$ cat src/rtl/pipe_run_ctrl.sv
// Run/step controller for the pipelined core: sequences core reset, gates pipeline
// advance via clk_en and tracks per-stage valid bits so a halt drains everything in flight.
module pipe_run_ctrl #(
  parameter int unsigned NSTAGES    = 5,
  parameter int unsigned CNTW       = 32,
  parameter int unsigned RST_CYCLES = 2,
  parameter int unsigned AUTORUN    = 1
) (
  input  logic               clk,
  input  logic               reset,
  input  logic               cmd_valid,
  input  logic [1:0]         cmd,
  input  logic [CNTW-1:0]    cmd_count,
  output logic               cmd_ready,
  input  logic               halt_req,
  output logic               core_reset,
  output logic               clk_en,
  output logic               issue,
  output logic [NSTAGES-1:0] stage_valid,
  output logic [2:0]         state,
  output logic [CNTW-1:0]    cycles
);

  localparam int unsigned RCW = (RST_CYCLES < 2) ? 1 : $clog2(RST_CYCLES);

  localparam logic [1:0] CMD_RUN  = 2'b01;
  localparam logic [1:0] CMD_STEP = 2'b10;
  localparam logic [1:0] CMD_HALT = 2'b11;

  typedef enum logic [2:0] {
    ST_RESET = 3'd0,
    ST_IDLE  = 3'd1,
    ST_RUN   = 3'd2,
    ST_STEP  = 3'd3,
    ST_DRAIN = 3'd4
  } state_e;

  state_e             state_q, state_d;
  logic [RCW-1:0]     rst_cnt_q, rst_cnt_d;
  logic [CNTW-1:0]    rem_q, rem_d;
  logic [CNTW-1:0]    cycles_q, cycles_d;
  logic [NSTAGES-1:0] sv_q, sv_d;
  logic               core_reset_q, core_reset_d;
  logic               clk_en_q, clk_en_d;
  logic               issue_q, issue_d;
  logic               cmd_ready_q, cmd_ready_d;

  logic               accept_c;
  logic               halt_c;
  logic [NSTAGES-1:0] sv_shift_c;

  // Next-state, counters and next registered outputs
  always_comb begin
    state_d      = state_q;
    rst_cnt_d    = rst_cnt_q;
    rem_d        = rem_q;
    accept_c     = cmd_valid & cmd_ready_q;
    halt_c       = halt_req | (accept_c & (cmd == CMD_HALT));
    sv_shift_c   = (sv_q << 1) | NSTAGES'(issue_q);

    unique case (state_q)
      ST_RESET: begin
        if (rst_cnt_q == RCW'(RST_CYCLES - 1)) begin
          state_d = (AUTORUN != 0) ? ST_RUN : ST_IDLE;
        end else begin
          rst_cnt_d = rst_cnt_q + RCW'(1);
        end
      end
      ST_IDLE: begin
        if (accept_c && cmd == CMD_RUN) begin
          state_d = ST_RUN;
        end else if (accept_c && cmd == CMD_STEP) begin
          state_d = ST_STEP;
          rem_d   = (cmd_count == '0) ? CNTW'(1) : cmd_count;
        end
      end
      ST_RUN: begin
        if (halt_c) state_d = ST_DRAIN;
      end
      ST_STEP: begin
        rem_d = rem_q - CNTW'(1);
        // A halt outranks step completion on the same edge
        if (halt_c) begin
          state_d = ST_DRAIN;
        end else if (rem_q == CNTW'(1)) begin
          state_d = ST_IDLE;
        end
      end
      ST_DRAIN: begin
        if (sv_shift_c == '0) state_d = ST_IDLE;
      end
      default: state_d = ST_RESET;
    endcase

    core_reset_d = (state_d == ST_RESET);
    clk_en_d     = (state_d == ST_RUN) || (state_d == ST_STEP) || (state_d == ST_DRAIN);
    issue_d      = (state_d == ST_RUN) || (state_d == ST_STEP);
    cmd_ready_d  = (state_d == ST_IDLE) || (state_d == ST_RUN) || (state_d == ST_STEP);
    sv_d         = clk_en_q ? sv_shift_c : sv_q;
    cycles_d     = clk_en_q ? cycles_q + CNTW'(1) : cycles_q;
  end

  always_ff @(posedge clk or negedge reset) begin
    if (!reset) begin
      state_q      <= ST_RESET;
      rst_cnt_q    <= '0;
      rem_q        <= '0;
      cycles_q     <= '0;
      sv_q         <= '0;
      core_reset_q <= 1'b1;
      clk_en_q     <= 1'b0;
      issue_q      <= 1'b0;
      cmd_ready_q  <= 1'b0;
    end else begin
      state_q      <= state_d;
      rst_cnt_q    <= rst_cnt_d;
      rem_q        <= rem_d;
      cycles_q     <= cycles_d;
      sv_q         <= sv_d;
      core_reset_q <= core_reset_d;
      clk_en_q     <= clk_en_d;
      issue_q      <= issue_d;
      cmd_ready_q  <= cmd_ready_d;
    end
  end

  assign state       = state_q;
  assign core_reset  = core_reset_q;
  assign clk_en      = clk_en_q;
  assign issue       = issue_q;
  assign cmd_ready   = cmd_ready_q;
  assign stage_valid = sv_q;
  assign cycles      = cycles_q;

endmodule
$ cat config.mk
export PLATFORM = sky130hd
export DESIGN_NAME = pipe_run_ctrl
export DESIGN_NICKNAME = d
export VERILOG_FILES = /design/src/rtl/pipe_run_ctrl.sv
export SDC_FILE = /design/constraint.sdc
export NUM_CORES = 1
export LEC_CHECK = 0
export BUFFER_PORTS_ARGS = -buffer_cell sky130_fd_sc_hd__buf_2
export CAP_MARGIN = 20
export CORE_UTILIZATION = 34
export CTS_CLUSTER_DIAMETER = 50
export DETAILED_ROUTE_END_ITERATION = 7
export PLACE_DENSITY = 0.61
export RECOVER_POWER = 50
export SETUP_SLACK_MARGIN = 0.3
export SYNTH_ARGS = -nofsm -noshare
export SYNTH_HDL_FRONTEND = slang
export SYNTH_SLANG_ARGS = --single-unit
$ cat constraint.sdc
create_clock -name clk -period 4.8 [get_ports clk]
set_input_delay 0.96 -clock clk [delete_from_list [all_inputs] [get_ports clk]]
set_output_delay 0.96 -clock clk [all_outputs]
set_load 0.01 [all_outputs]
## Yosys cells after proc, flatten, opt, wreduce, memory -nomap -nowiden

Cells that the tools add are included.
W data, S select, Z words.

- Add/sub/neg operators: 3
- Equal/unequal tests: 14
- Multiplexer cells: 13
- Bitwise gates (word level): 4
- Reduce and logical (&&, ||, !) cells: 12

Operators with widths:

| cell | number |
|---|---|
| $mux W32 | 3 |
| $pmux W32 S2 | 1 |
| $add A32 B1 Y32 const B | 1 |
| $eq A32 B1 Y1 const B | 1 |
| $logic_not A32 Y1 | 1 |
| $sub A32 B1 Y32 const B | 1 |
| $mux W3 | 7 |
| $pmux W3 S5 | 1 |
| $eq A3 B2 Y1 const B | 4 |
| $eq A3 B1 Y1 const B | 2 |
| $eq A3 B3 Y1 const B | 2 |
| $logic_not A3 Y1 | 2 |
| $logic_not A5 Y1 | 1 |
| $or A5 B1 Y5 | 1 |
| $eq A2 B2 Y1 const B | 2 |
| $logic_or A1 B1 Y1 | 4 |
| $ne A2 B2 Y1 const B | 2 |
| $reduce_and A3 Y1 | 1 |
| $and A1 B1 Y1 | 2 |
| $eq A2 B1 Y1 const B | 1 |
| $logic_and A1 B1 Y1 | 2 |
| $reduce_bool A2 Y1 | 1 |
| $add A1 B1 Y1 const B | 1 |
| $mux W1 | 1 |
| $or A1 B1 Y1 | 1 |

- Flip-flop bits (word level): 77
- Bits of input ports: 38
- Output and inout port bits: 44
- Logic and storage cells: 55

## Longest topological paths before layout

- Depth after elaboration: 8
- Depth in mapped cells: 8
- Depth with buffers taken out: 7

## Least setup slack after synthesis

No wires, ideal clock.

- Path type: input to register
- Start: input cmd[1]
- End: register rem_q[24]
- Library setup time: 0.088 ns
- Data arrival time: 2.395 ns
- Required time: 4.712 ns
- Slack: 2.317 ns
- Stages on the path: 7
- Buffers on the path: 2
- Cell sequence: nand3_1 > nor4_1 > o21a_1 > clkbuf_1 > buf_2 > nand2_1 > o211ai_1

- Longest elaborated chain between the ends: 4
- Elaborated cells on any way between the ends: 7
- Classes of those cells: eq/ne (4); reduce/logical (3)

Ends and longest elaborated chain:

| what | line | text |
|---|---|---|
| from (decl) | 12 | `input logic [1:0] cmd,` |
| $eq A2 B2 Y1 or $eq A2 B1 Y1 (tied branches) | 72, 70 |  |
| $logic_and A1 B1 Y1, on equally long branches | 72, 70 |  |
| $ne A2 B2 Y1 (no source line) | n/a |  |
| $reduce_and A3 Y1 (no source line) (*) | n/a |  |
| to (signal assigned) | 117 | `rem_q <= rem_d;` |
| to (decl) | 40 | `logic [CNTW-1:0] rem_q, rem_d;` |

Every way passes the cells marked *; elsewhere a longest branch is shown, timed or not.
A chain may end at the register's enable or synchronous reset.

## Worst setup path in the final report

- Start: register rem_q[2]
- End: register rem_q[26]

- Longest elaborated chain between the ends: 2

Ends and longest elaborated chain:

| what | line | text |
|---|---|---|
| $sub A32 B1 Y32 | 81 | `rem_d = rem_q - CNTW'(1);` |
| $pmux W32 S2 | 61 | `unique case (state_q)` |

No other way between the ends.

==> impl_results.html <==
<table>
<tr><th>Metric</th><th>Value</th></tr>
<tr><th colspan="2">Yosys</th></tr>
<tr><td>Ys flop type</td><td>sky130_fd_sc_hd__dfrtp_1</td></tr>
<tr><td>Post-synthesis async set-or-reset flop share</td><td>1.000</td></tr>
<tr><td>Post-synthesis cell type count</td><td>between 50 and 60</td></tr>
<tr><td>Mapped cell area</td><td>between 3000 and 4000 um^2</td></tr>
<tr><td>Cell types with the largest area share after synthesis</td><td>sky130_fd_sc_hd__dfrtp_1 48%, sky130_fd_sc_hd__xnor2_1 3.8%, sky130_fd_sc_hd__xor2_1 3.3%</td></tr>
<tr><td>Portion of the post-synthesis area used by sequential elements</td><td>0.4864</td></tr>
<tr><td>Post-synthesis cell type with the largest combined area</td><td>sky130_fd_sc_hd__dfrtp_1</td></tr>
<tr><td>Post-synthesis cell count</td><td>~400</td></tr>
<tr><td>Number of enable-type register cells in the synthesized netlist</td><td>0</td></tr>
<tr><td>YS warnings</td><td>0</td></tr>
<tr><td>Post-synthesis area per instance</td><td>~10 um^2</td></tr>
<tr><td>Synthesized Nets</td><td>approximately 440</td></tr>
<tr><td>Post-synth top area share</td><td>0.4798</td></tr>
<tr><td>Number of synthesized register bits</td><td>between 70 and 80</td></tr>
<tr><th colspan="2">Hold path</th></tr>
<tr><td>Endpoint of the worst hold-timing path</td><td>rst_cnt_q</td></tr>
<tr><td>Worst hold path type</td><td>register to register</td></tr>
<tr><td>Hold path depth</td><td>1</td></tr>
<tr><td>Launch point of the worst hold path</td><td>rst_cnt_q</td></tr>
<tr><th colspan="2">Clock tree</th></tr>
<tr><td>Number of buffers inserted during clock tree synthesis</td><td>9</td></tr>
<tr><td>Hold buffer count at CTS</td><td>0</td></tr>
<tr><td>TritonCTS clock tree</td><td>yes</td></tr>
<tr><td>Gates resized, CTS repair</td><td>0</td></tr>
<tr><td>Clock-pin slew on the worst setup and hold paths</td><td>~60 ps</td></tr>
<tr><td>Clock sink total</td><td>77</td></tr>
<tr><td>Clock root buffer</td><td>sky130_fd_sc_hd__clkbuf_16</td></tr>
<tr><td>Insertion delay to the later sink of the worst-skew pair</td><td>roughly 330 ps</td></tr>
<tr><td>Largest buffer count on any clock path</td><td>2</td></tr>
<tr><td>Setup fix buffers added after clock tree synthesis</td><td>0</td></tr>
<tr><td>Maximum level of the CTS H-tree</td><td>3</td></tr>
<tr><th colspan="2">Cells and area</th></tr>
<tr><td>Final non-filler cell total</td><td>623</td></tr>
<tr><td>Utilization after layout</td><td>0.4260</td></tr>
<tr><td>Diodes inserted</td><td>0</td></tr>
<tr><td>Post-route cell area</td><td>4843 um^2</td></tr>
<tr><td>Synth-to-Final Area Change</td><td>22.19%</td></tr>
<tr><td>Final nets</td><td>516</td></tr>
<tr><td>Fraction of layout instances using a drive strength above 1</td><td>0.2458</td></tr>
<tr><th colspan="2">Timing</th></tr>
<tr><td>Final-report max-slew violation count</td><td>26</td></tr>
<tr><td>Worst-case clock skew</td><td>3.168 ps</td></tr>
<tr><td>Top achievable clock speed</td><td>just under 400 MHz</td></tr>
<tr><td>Transition time at the pin with the least slew margin</td><td>roughly 1500 ps</td></tr>
<tr><td>Crit path setup slack, layout</td><td>2260 ps</td></tr>
<tr><td>Time the final worst path needs with I/O delays and setup</td><td>between 2000 and 3000 ps</td></tr>
<tr><td>Fraction of the cycle the final worst path needs</td><td>0.5291</td></tr>
<tr><td>Max-slew headroom</td><td>-0.006233</td></tr>
<tr><td>Hold Violations, Final</td><td>0</td></tr>
<tr><td>Sum of negative setup slack</td><td>0 ps</td></tr>
<tr><td>Tightest hold margin</td><td>460.0 ps</td></tr>
<tr><td>Final setup fails</td><td>0</td></tr>
<tr><td>RSZ-0062 raised after global routing</td><td>no</td></tr>
<tr><th colspan="2">Placed design</th></tr>
<tr><td>Hpwl dp</td><td>6.984 mm</td></tr>
<tr><td>PortBufs</td><td>slightly above 80</td></tr>
<tr><td>Weighted congestion reported at the end of routability-driven placement</td><td>roughly 0.80</td></tr>
<tr><td>Placement Setup Slack</td><td>around 2000 ps</td></tr>
<tr><td>Placement Cell Area</td><td>roughly 4500 um^2</td></tr>
<tr><td>Total placed cells including tap cells</td><td>606</td></tr>
<tr><th colspan="2">Floorplanning</th></tr>
<tr><td>Core area</td><td>between 10000 and 15000 um^2</td></tr>
<tr><td>Die span in x</td><td>about 110 um</td></tr>
<tr><td>FP Rows</td><td>39</td></tr>
<tr><td>Vertical die dimension</td><td>roughly 110 um</td></tr>
<tr><td>Total Die Area</td><td>12090 um^2</td></tr>
<tr><td>Number of placed I/O pins</td><td>slightly above 80</td></tr>
<tr><td>Effective utilization at floorplan</td><td>0.3486</td></tr>
<tr><th colspan="2">Detailed routing</th></tr>
<tr><td>Final wirelength</td><td>about 10 mm</td></tr>
<tr><td>Mean routed wirelength per cell</td><td>between 15 and 20 um</td></tr>
<tr><td>Post-DR vias/cell</td><td>5.483</td></tr>
<tr><td>Antenna Nets Post-Route</td><td>0</td></tr>
<tr><td>Via count</td><td>roughly 3400</td></tr>
<tr><td>Iteration count of the initial detailed-routing pass</td><td>4</td></tr>
<tr><td>DRC marker count from the first detailed-route iteration</td><td>267</td></tr>
<tr><td>DRC violations left</td><td>0</td></tr>
<tr><th colspan="2">Critical path</th></tr>
<tr><td>Crit. End Element</td><td>register</td></tr>
<tr><td>Required time of the critical path</td><td>about 5100 ps</td></tr>
<tr><td>Standard cell with the maximum stage delay on the critical path</td><td>sky130_fd_sc_hd__or4_4</td></tr>
<tr><td>Count of cells along the worst register-to-register path</td><td>5</td></tr>
<tr><td>Number of buffer and inverter instances along the worst setup path</td><td>0</td></tr>
<tr><td>Critical register-to-register path endpoint</td><td>rem_q[26]</td></tr>
<tr><td>Register-to-register setup slack</td><td>2260 ps</td></tr>
<tr><td>CP Cell Sequence</td><td>or4_4 &gt; nor3_2 &gt; nand4_1 &gt; or4_1 &gt; nand3_1</td></tr>
<tr><td>Largest fanout on the critical path</td><td>9</td></tr>
<tr><td>Reg-to-reg startpoint</td><td>rem_q[2]</td></tr>
<tr><td>Critical path's top delay family</td><td>simple AND/OR/NAND/NOR gates</td></tr>
<tr><td>CP max stage delay</td><td>620 ps</td></tr>
<tr><td>Worst Setup Path Type</td><td>register to register</td></tr>
<tr><td>Critical path data arrival time</td><td>between 2000 and 3000 ps</td></tr>
<tr><td>Kind of start point of the critical path</td><td>register</td></tr>
<tr><th colspan="2">Global routing</th></tr>
<tr><td>Total global-route track usage</td><td>0.1734</td></tr>
<tr><td>Total global routing overflow</td><td>0</td></tr>
<tr><td>Via count of the first global-routing pass</td><td>3157</td></tr>
<tr><td>Antenna violations before repair</td><td>0</td></tr>
<tr><td>Maximum number of pins on one net before global-route repair</td><td>between 70 and 80</td></tr>
<tr><td>Wire length of the first global-routing pass</td><td>around 16 mm</td></tr>
<tr><th colspan="2">Power and ir drop</th></tr>
<tr><td>Leak pwr</td><td>approximately 2.1 nW</td></tr>
<tr><td>Maximum ir drop on the vdd rail</td><td>about 0.00023 V</td></tr>
<tr><td>Power Total</td><td>between 2 and 2.5 mW</td></tr>
<tr><td>Power Density</td><td>488.8 nW/um^2</td></tr>
<tr><th colspan="2">Outcome</th></tr>
<tr><td>Violations in the final reports</td><td>capacitance limit, slew limit</td></tr>
<tr><td>Result of the run</td><td>complete, but fails checks</td></tr>
<tr><th colspan="2">Run</th></tr>
<tr><td>Max-cap check violation count</td><td>1</td></tr>
</table>
## cell type report
type                       count  area [um^2]
tap                          143        178.9
fill                        1115         6526
timing repair buffer          84        445.4
clock buffer                  11        242.7
sequential                    77         1928
inverter                      12        45.04
multi-input combinational    291         1921
clock inverter                 5        82.58
## synthesized netlist by cell type (all sizes together), types with 3 or more instances
cell type / instances
a21oi: 10
a221o: 6
a22oi: 3
and3: 4
buf: 3
clkbuf: 13
dfrtp: 76
ha: 3
inv: 12
mux2: 6
nand2: 29
nand3: 25
nand3b: 5
nand4: 18
nor2: 26
nor3: 22
nor4: 17
o211ai: 8
o21a: 3
o21ai: 16
o311a: 3
o311ai: 5
o31ai: 3
or2: 5
or3: 10
or4: 5
xnor2: 17
xor2: 15
## report_power, final
group	leakage (nW)	switching [mW]	internal, mW
combinational	0.996	0.289	0.276
sequential	0.955	0.227	0.838
clock	0.160	0.267	0.471
## how the worst max path moves through the flow
stage          startpoint         to  depth (start not counted)
2_1_floorplan      cmd[1]  rem_q[24]                          7
3_3_place_gp       cmd[1]  rem_q[31]                          6
3_5_place_dp       cmd[1]  rem_q[31]                          6
4_1_cts          state[1]  rem_q[23]                          5
5_1_grt          state[1]  rem_q[23]                          5
6_report         rem_q[2]  rem_q[26]                          5
## placed cells by master (no fill, tap or decap), types with 6 or more instances in the layout
cell / count
sky130_fd_sc_hd__dfrtp_1: 76
sky130_fd_sc_hd__buf_2: 79
sky130_fd_sc_hd__clkbuf_16: 9
sky130_fd_sc_hd__inv_1: 12
sky130_fd_sc_hd__xnor2_1: 17
sky130_fd_sc_hd__a21oi_1: 10
sky130_fd_sc_hd__mux2_2: 6
sky130_fd_sc_hd__or3_1: 7
sky130_fd_sc_hd__nand2_1: 29
sky130_fd_sc_hd__nor4_1: 14
sky130_fd_sc_hd__o21ai_0: 14
sky130_fd_sc_hd__nand3_1: 25
sky130_fd_sc_hd__xor2_1: 15
sky130_fd_sc_hd__a221o_1: 6
sky130_fd_sc_hd__nor2_1: 26
sky130_fd_sc_hd__nand4_1: 18
sky130_fd_sc_hd__nor3_1: 21
sky130_fd_sc_hd__o211ai_1: 8
## cell families after synthesis
group	share of synthesized area
AOI/OAI and AO/OA	0.1332
xor gates and xnor gates	0.07071
adders and majority gates	0.009471
buffers and inverters	0.03062
DFF	0.4864
muxes	0.02209
and+or+nand+nor	0.2475
## registers in the layout, summed over array words and instances, names as in the netlist
signal,count
cycles,32
rem_q,32
stage_valid,5
state,3
clk_en,1
cmd_ready,1
core_reset,1
issue,1
rst_cnt_q,1
## layer usage
metal	vias up	track usage	wire [um]	part of all wire
li1	1644	-	-	-
met1	1654	0.2335	4594	0.46
met2	105	0.2781	4586	0.46
met3	13	0.03821	566	0.057
met4	0	0.05238	144	0.015
met5	-	0	0	0
(Power assumes the default switching activity.)
